### config.mk
export PLATFORM = sky130hd
export DESIGN_NAME = uart_tx_fifo
export DESIGN_NICKNAME = d
export VERILOG_FILES = /design/src/rtl/uart_tx_fifo.sv
export SDC_FILE = /design/constraint.sdc
export NUM_CORES = 1
export LEC_CHECK = 0
export CORE_UTILIZATION = 25
export DETAILED_ROUTE_END_ITERATION = 8
export HOLD_SLACK_MARGIN = 0.03
export PLACE_DENSITY = 0.51
export SETUP_SLACK_MARGIN = 0.02
export SLEW_MARGIN = 10
export SYNTH_ARGS = -nofsm -noshare
export SYNTH_HDL_FRONTEND = slang
export SYNTH_SLANG_ARGS = --single-unit
export TNS_END_PERCENT = 100
### constraint.sdc
create_clock -name clock -period 2.4 [get_ports clock]
set_input_delay 0.48 -clock clock [delete_from_list [all_inputs] [get_ports clock]]
set_output_delay 0.48 -clock clock [all_outputs]
set_load 0.05 [all_outputs]
### src/rtl/uart_tx_fifo.sv
`default_nettype none
// +----------------------------------------------------------------------------+
// | uart_tx_fifo: parametrised UART transmitter fed by a small FIFO.           |
// | Rev 1.0                                                                    |
// +----------------------------------------------------------------------------+
module uart_tx_fifo #(
    parameter int DATA_BITS  = 8,
    parameter int PARITY     = 0,
    parameter int STOP_BITS  = 1,
    parameter int FIFO_DEPTH = 4,
    localparam int AW        = $clog2(FIFO_DEPTH)
) (
    input  logic                 clock,
    input  logic                 reset,
    input  logic [DATA_BITS-1:0] din,
    input  logic                 load,
    input  logic                 shift,
    output logic                 txd,
    output logic                 ready,
    output logic                 full,
    output logic [AW:0]          count,
    output logic                 busy,
    output logic                 overrun,
    output logic [2:0]           state
);

    localparam logic [2:0]    S_IDLE      = 3'd0;
    localparam logic [2:0]    S_START     = 3'd1;
    localparam logic [2:0]    S_DATA      = 3'd2;
    localparam logic [2:0]    S_PARITY    = 3'd3;
    localparam logic [2:0]    S_STOP      = 3'd4;
    localparam logic [3:0]    c_LAST_BIT  = 4'(DATA_BITS - 1);
    localparam logic          c_LAST_STOP = 1'(STOP_BITS - 1);
    localparam logic [AW:0]   c_DEPTH     = (AW + 1)'(FIFO_DEPTH);
    localparam logic [AW-1:0] c_PTR_ONE   = 1;

    logic [DATA_BITS-1:0] r_mem [FIFO_DEPTH];
    logic [AW-1:0]        r_wptr;
    logic [AW-1:0]        r_rptr;
    logic [AW:0]          r_count;
    logic                 r_overrun;

    logic [2:0]           r_state;
    logic [2:0]           w_state_nxt;
    logic [DATA_BITS-1:0] r_shreg;
    logic [DATA_BITS-1:0] w_shreg_nxt;
    logic [3:0]           r_bitcnt;
    logic [3:0]           w_bitcnt_nxt;
    logic                 r_stopcnt;
    logic                 w_stopcnt_nxt;
    logic                 r_par;
    logic                 w_par_nxt;
    logic                 r_txd;
    logic                 w_txd_nxt;

    logic                 w_has_data;
    logic                 w_stop_done;
    logic                 w_pop;
    logic                 w_push;
    logic [DATA_BITS-1:0] w_head;

    assign w_has_data  = (r_count != '0);
    assign w_stop_done = (r_stopcnt == c_LAST_STOP);
    assign w_head      = r_mem[r_rptr];
    // Pops only on a frame-start edge, judged on the pre-edge occupancy.
    assign w_pop  = shift && w_has_data &&
                    ((r_state == S_IDLE) || ((r_state == S_STOP) && w_stop_done));
    assign w_push = load && ((r_count != c_DEPTH) || w_pop);

    always_ff @(posedge clock or posedge reset) begin
        if (reset) begin
            r_state   <= S_IDLE;
            r_txd     <= 1'b1;
            r_shreg   <= '0;
            r_bitcnt  <= '0;
            r_stopcnt <= 1'b0;
            r_par     <= 1'b0;
        end else begin
            r_state   <= w_state_nxt;
            r_txd     <= w_txd_nxt;
            r_shreg   <= w_shreg_nxt;
            r_bitcnt  <= w_bitcnt_nxt;
            r_stopcnt <= w_stopcnt_nxt;
            r_par     <= w_par_nxt;
        end
    end

    always_comb begin
        w_state_nxt = r_state;
        case (r_state)
            S_IDLE:   if (shift && w_has_data) w_state_nxt = S_START;
            S_START:  if (shift) w_state_nxt = S_DATA;
            S_DATA:   if (shift && (r_bitcnt == c_LAST_BIT))
                          w_state_nxt = (PARITY != 0) ? S_PARITY : S_STOP;
            S_PARITY: if (shift) w_state_nxt = S_STOP;
            S_STOP:   if (shift && w_stop_done)
                          w_state_nxt = w_has_data ? S_START : S_IDLE;
            default:  w_state_nxt = S_IDLE;
        endcase
    end

    always_comb begin
        w_txd_nxt     = r_txd;
        w_shreg_nxt   = r_shreg;
        w_bitcnt_nxt  = r_bitcnt;
        w_stopcnt_nxt = r_stopcnt;
        w_par_nxt     = r_par;
        if (r_state > S_STOP) begin
            w_txd_nxt = 1'b1;
        end else if (w_pop) begin
            w_shreg_nxt = w_head;
            w_par_nxt   = ^w_head;
            w_txd_nxt   = 1'b0;
        end else if (shift) begin
            case (r_state)
                S_IDLE: w_txd_nxt = 1'b1;
                S_START: begin
                    w_txd_nxt    = r_shreg[0];
                    w_bitcnt_nxt = '0;
                end
                S_DATA: begin
                    if (r_bitcnt == c_LAST_BIT) begin
                        w_stopcnt_nxt = 1'b0;
                        if (PARITY == 0)
                            w_txd_nxt = 1'b1;
                        else
                            w_txd_nxt = (PARITY == 2) ? ~r_par : r_par;
                    end else begin
                        // Shift register keeps the next bit to send at index 1.
                        w_bitcnt_nxt = r_bitcnt + 4'd1;
                        w_txd_nxt    = r_shreg[1];
                        w_shreg_nxt  = r_shreg >> 1;
                    end
                end
                S_PARITY: begin
                    w_txd_nxt     = 1'b1;
                    w_stopcnt_nxt = 1'b0;
                end
                S_STOP: begin
                    w_stopcnt_nxt = r_stopcnt + 1'b1;
                    if (w_stop_done) w_txd_nxt = 1'b1;
                end
                default: w_txd_nxt = 1'b1;
            endcase
        end
    end

    always_ff @(posedge clock or posedge reset) begin
        if (reset) begin
            r_wptr    <= '0;
            r_rptr    <= '0;
            r_count   <= '0;
            r_overrun <= 1'b0;
        end else begin
            if (w_push) r_wptr <= r_wptr + c_PTR_ONE;
            if (w_pop)  r_rptr <= r_rptr + c_PTR_ONE;
            r_count   <= r_count + {{AW{1'b0}}, w_push} - {{AW{1'b0}}, w_pop};
            r_overrun <= load && !w_push;
        end
    end

    always_ff @(posedge clock) begin
        if (w_push) r_mem[r_wptr] <= din;
    end

    assign txd     = r_txd;
    assign ready   = w_has_data;
    assign full    = (r_count == c_DEPTH);
    assign count   = r_count;
    assign busy    = (r_state != S_IDLE);
    assign overrun = r_overrun;
    assign state   = r_state;

endmodule
`default_nettype wire
==> flow_metrics.env <==
export IMPL_drt_pass1_iterations=6
export IMPL_route_final_wire_length_um=4484
export IMPL_switchingPower_mw=1.539
export IMPL_relSlewSlack_pct=66.49
export IMPL_crit_path_end_kind="register"
export IMPL_wl_per_cell_um=12.74
export IMPL_die_h_um=103.1
export IMPL_slew_violations=0
export IMPL_antennaDiodeCount=0
export IMPL_avgSynthCellArea_sq_um=15.29
export IMPL_regToRegEndpoint="count[2]"
export IMPL_clkPwrFrac_pct=22.8
export IMPL_hold_buffers=0
export IMPL_synth_area_sq_um=2554
export IMPL_status="completed"
export IMPL_io_pins=23
export IMPL_grt_pass1_wl_um=7534
export IMPL_ys_ff_latch=57
export IMPL_dp_hpwl_um=3102
export IMPL_r2r_start="state[0]"
export IMPL_portBuffers=22
export IMPL_grt_use_total_pct=9.949
export IMPL_ys_seq_area_share_pct=62.18
export IMPL_overflow=0
export IMPL_cts_buffers=9
export IMPL_yosysUniqueCellTypes=40
export IMPL_layout_worst_path_cycle_share_pct=94.99
export IMPL_clkTransAtPathRegs_ns=0.07
export IMPL_crit_arrival_ns=2.50
export IMPL_cts_tree="done"
export IMPL_synth_nets=186
export IMPL_drv_cap=0
export IMPL_synth_most_common_cell="edfxtp_1"
export IMPL_vias=1469
export IMPL_internal_power_mw=2.892
export IMPL_core_region_area_sq_um=9819
export IMPL_finalSetupViolCount=0
export IMPL_drt_iter0_drc=51
export IMPL_tightestPinTransition_ns=0.5011
export IMPL_synth_common_cells="edfxtp_1, dfrtp_1, mux2_2, o21ai_0, mux4_2"
export IMPL_cts_root_buf="clkbuf_8"
export IMPL_switching_share_pct=34.73
export IMPL_start_kind="register"
export IMPL_drt_vias_per_instance=4.173
export IMPL_num_rows=36
export IMPL_htreeDepth=3
export IMPL_busiest_layer="met2"
export IMPL_nets=233
export IMPL_p_leak_nw=1.267
export IMPL_syn_instance_count=167
export IMPL_worstRegToRegCells=9
export IMPL_synth_ff_type="edfxtp_1"
export IMPL_start_util_pct=26.01
export IMPL_cts_buffer_depth=2
export IMPL_clock_sinks=57
export IMPL_p_total_mw=4.431
export IMPL_dieArea_sq_um=10620
export IMPL_grt_max_degree=26
export IMPL_pwr_share_seq_pct=35.0
export IMPL_met3_usage_pct=2.847
export IMPL_ir_drop_mv=0.4707
export IMPL_cp_required_ns=2.62
export IMPL_critPathKind="register to register"
export IMPL_rsz0062_at_grt="no"
export IMPL_grt_pass1_vias=1542
export IMPL_ys_warn_count=0
export IMPL_drive_gt1_share_pct=36.07
export IMPL_antenna_found_initial=0
export IMPL_synth_edf_count=32
export IMPL_crit_path_start="state[0]"
export IMPL_die_w_um=103.1
export IMPL_worstSkewPairLatency_ns=0.34
export IMPL_ant_nets=0
export IMPL_yosysTopAreaCellShare_pct=37.63
export IMPL_layout_min_cycle_time_ns=2.280
export IMPL_drc=0
export IMPL_r2r_slack_ns=0.12
export IMPL_synth_area_leaders="edfxtp_1, dfrtp_1, mux4_2, mux2_2, ha_1"
export IMPL_async_flop_share_pct=43.86
export IMPL_place_congestion=0.7071
export IMPL_hold_viol_final=0
export IMPL_grt_use_met2_pct=15.79
export IMPL_use_met1_pct=11.69
export IMPL_skew_ns=0.009079
export IMPL_hold_class="input port to asynchronous set/reset pin"
export IMPL_crit_end="count[2]"
export IMPL_combPwrFrac_pct=42.2
export IMPL_clock_fmax_ghz=0.4387
export IMPL_powerDensity_nw_per_um2=1320
export IMPL_utilization_pct=34.19
export IMPL_synthToLayoutAreaGrowth_pct=31.46
export IMPL_synth_top_area_cell="edfxtp_1"
export IMPL_n_fill_cell=997
export IMPL_cp_max_fo=5
worst min path at each step:
| stage | from | to | slack [ns] | cells past startpoint |
|---|---|---|---|---|
| global placement | r_bitcnt[3] | r_bitcnt[3] | 0.48 | 1 |
| finish | reset | r_bitcnt[2] | 0.50 | 3 |
| CTS | r_bitcnt[3] | r_bitcnt[3] | 0.49 | 1 |
| global route | r_shreg[2] | r_shreg[2] | 0.53 | 1 |
| detailed placement | r_bitcnt[3] | r_bitcnt[3] | 0.48 | 1 |
| floorplan | r_bitcnt[3] | r_bitcnt[3] | 0.44 | 1 |
power by group through the flow:
stage / Combinational, mW / Clock, mW / Sequential, mW
after detailed placement: 1.90 / 0 / 1.58
final: 1.87 / 1.01 / 1.55
after global placement: 1.89 / 0 / 1.57
after CTS: 1.91 / 1.04 / 1.56
after floorplan: 1.12 / 0 / 1.71
after global routing: 2.05 / 1.08 / 1.60
per-layer routing:
| layer | share of wire (%) | wire length, um | vias to the layer above |
|---|---|---|---|
| met5 | 0 | 0 | - |
| met4 | 2.9 | 132 | 0 |
| met3 | 2.3 | 105 | 11 |
| met2 | 49 | 2183 | 20 |
| met1 | 46 | 2062 | 723 |
| li1 | - | - | 715 |
metrics by stage:
step | hold WS, ns | TNS, ns | setup slack, ns | cells | area (sq um)
2_1_floorplan | 0.4428 | -0.1865 | -0.1186 | 167 | 2569
3_5_place_dp | 0.4840 | -5.223 | -0.4011 | 335 | 3119
6_report | 0.4973 | 0 | 0.1203 | 352 | 3357
3_3_place_gp | 0.4771 | -4.922 | -0.3752 | 335 | 3119
5_1_grt | 0.5335 | 0 | 0.02951 | 352 | 3357
4_1_cts | 0.4937 | 0 | 0.08981 | 352 | 3357
cell usage in the layout (no fill, tap or decap), types with 3 or more instances in the layout:
cell type / instances
buf_12: 5
and2_1: 6
nor2_1: 5
clkbuf_8: 9
inv_1: 7
dfrtp_1: 18
o31ai_1: 5
nand2b_1: 5
or3_1: 3
o21ai_0: 10
nand2_1: 6
edfxtp_1: 32
dlygate4sd2_1: 3
clkdlybuf4s50_1: 18
mux2_2: 15
mux4_2: 8
ha_1: 6
xnor2_1: 4
dfrtp_2: 6
buf_4: 15
registers in the layout, summed over array words and instances (netlist names):
| register | flops |
|---|---|
| r_mem | 32 |
| r_shreg | 8 |
| r_bitcnt | 4 |
| count | 3 |
| state | 3 |
| r_rptr | 2 |
| r_wptr | 2 |
| overrun | 1 |
| r_stopcnt | 1 |
| txd | 1 |
critical path: stages, from the launching register on:
cell,delay (ns)
dfrtp_2,0.40
or2_4,0.27
or3b_4,0.44
a21boi_4,0.14
a21o_1,0.12
ha_1,0.13
inv_1,0.05
fa_2,0.35
xnor2_2,0.14
xnor2_1,0.12
cells by family after synthesis:
family	share of synthesized area (%)
xor+xnor	1.715
flops	62.18
compound gates	6.860
buf+inv	2.254
simple gates	9.604
mux	13.67
fa+ha+maj	3.724
area by class of cell:
class	count	area, sq um	area share (%)
sequential	57	1595	47.52
multi-input combinational	98	923.4	27.51
timing repair buffer	41	419.2	12.49
tap	133	166.4	4.957
clock buffer	9	123.9	3.690
clock inverter	7	102.6	3.056
inverter	7	26.28	0.7827
timing repair:
| item | 4_1_cts | 5_1_grt |
|---|---|---|
| endpoints found under the hold margin | 0 | 0 |
| pin swaps | 5 | 3 |
| buffers inserted | 1 | 0 |
| resized for setup | 4 | 0 |
| setup endpoints to repair | 3 | 1 |
Power figures use the tool's default switching activity.
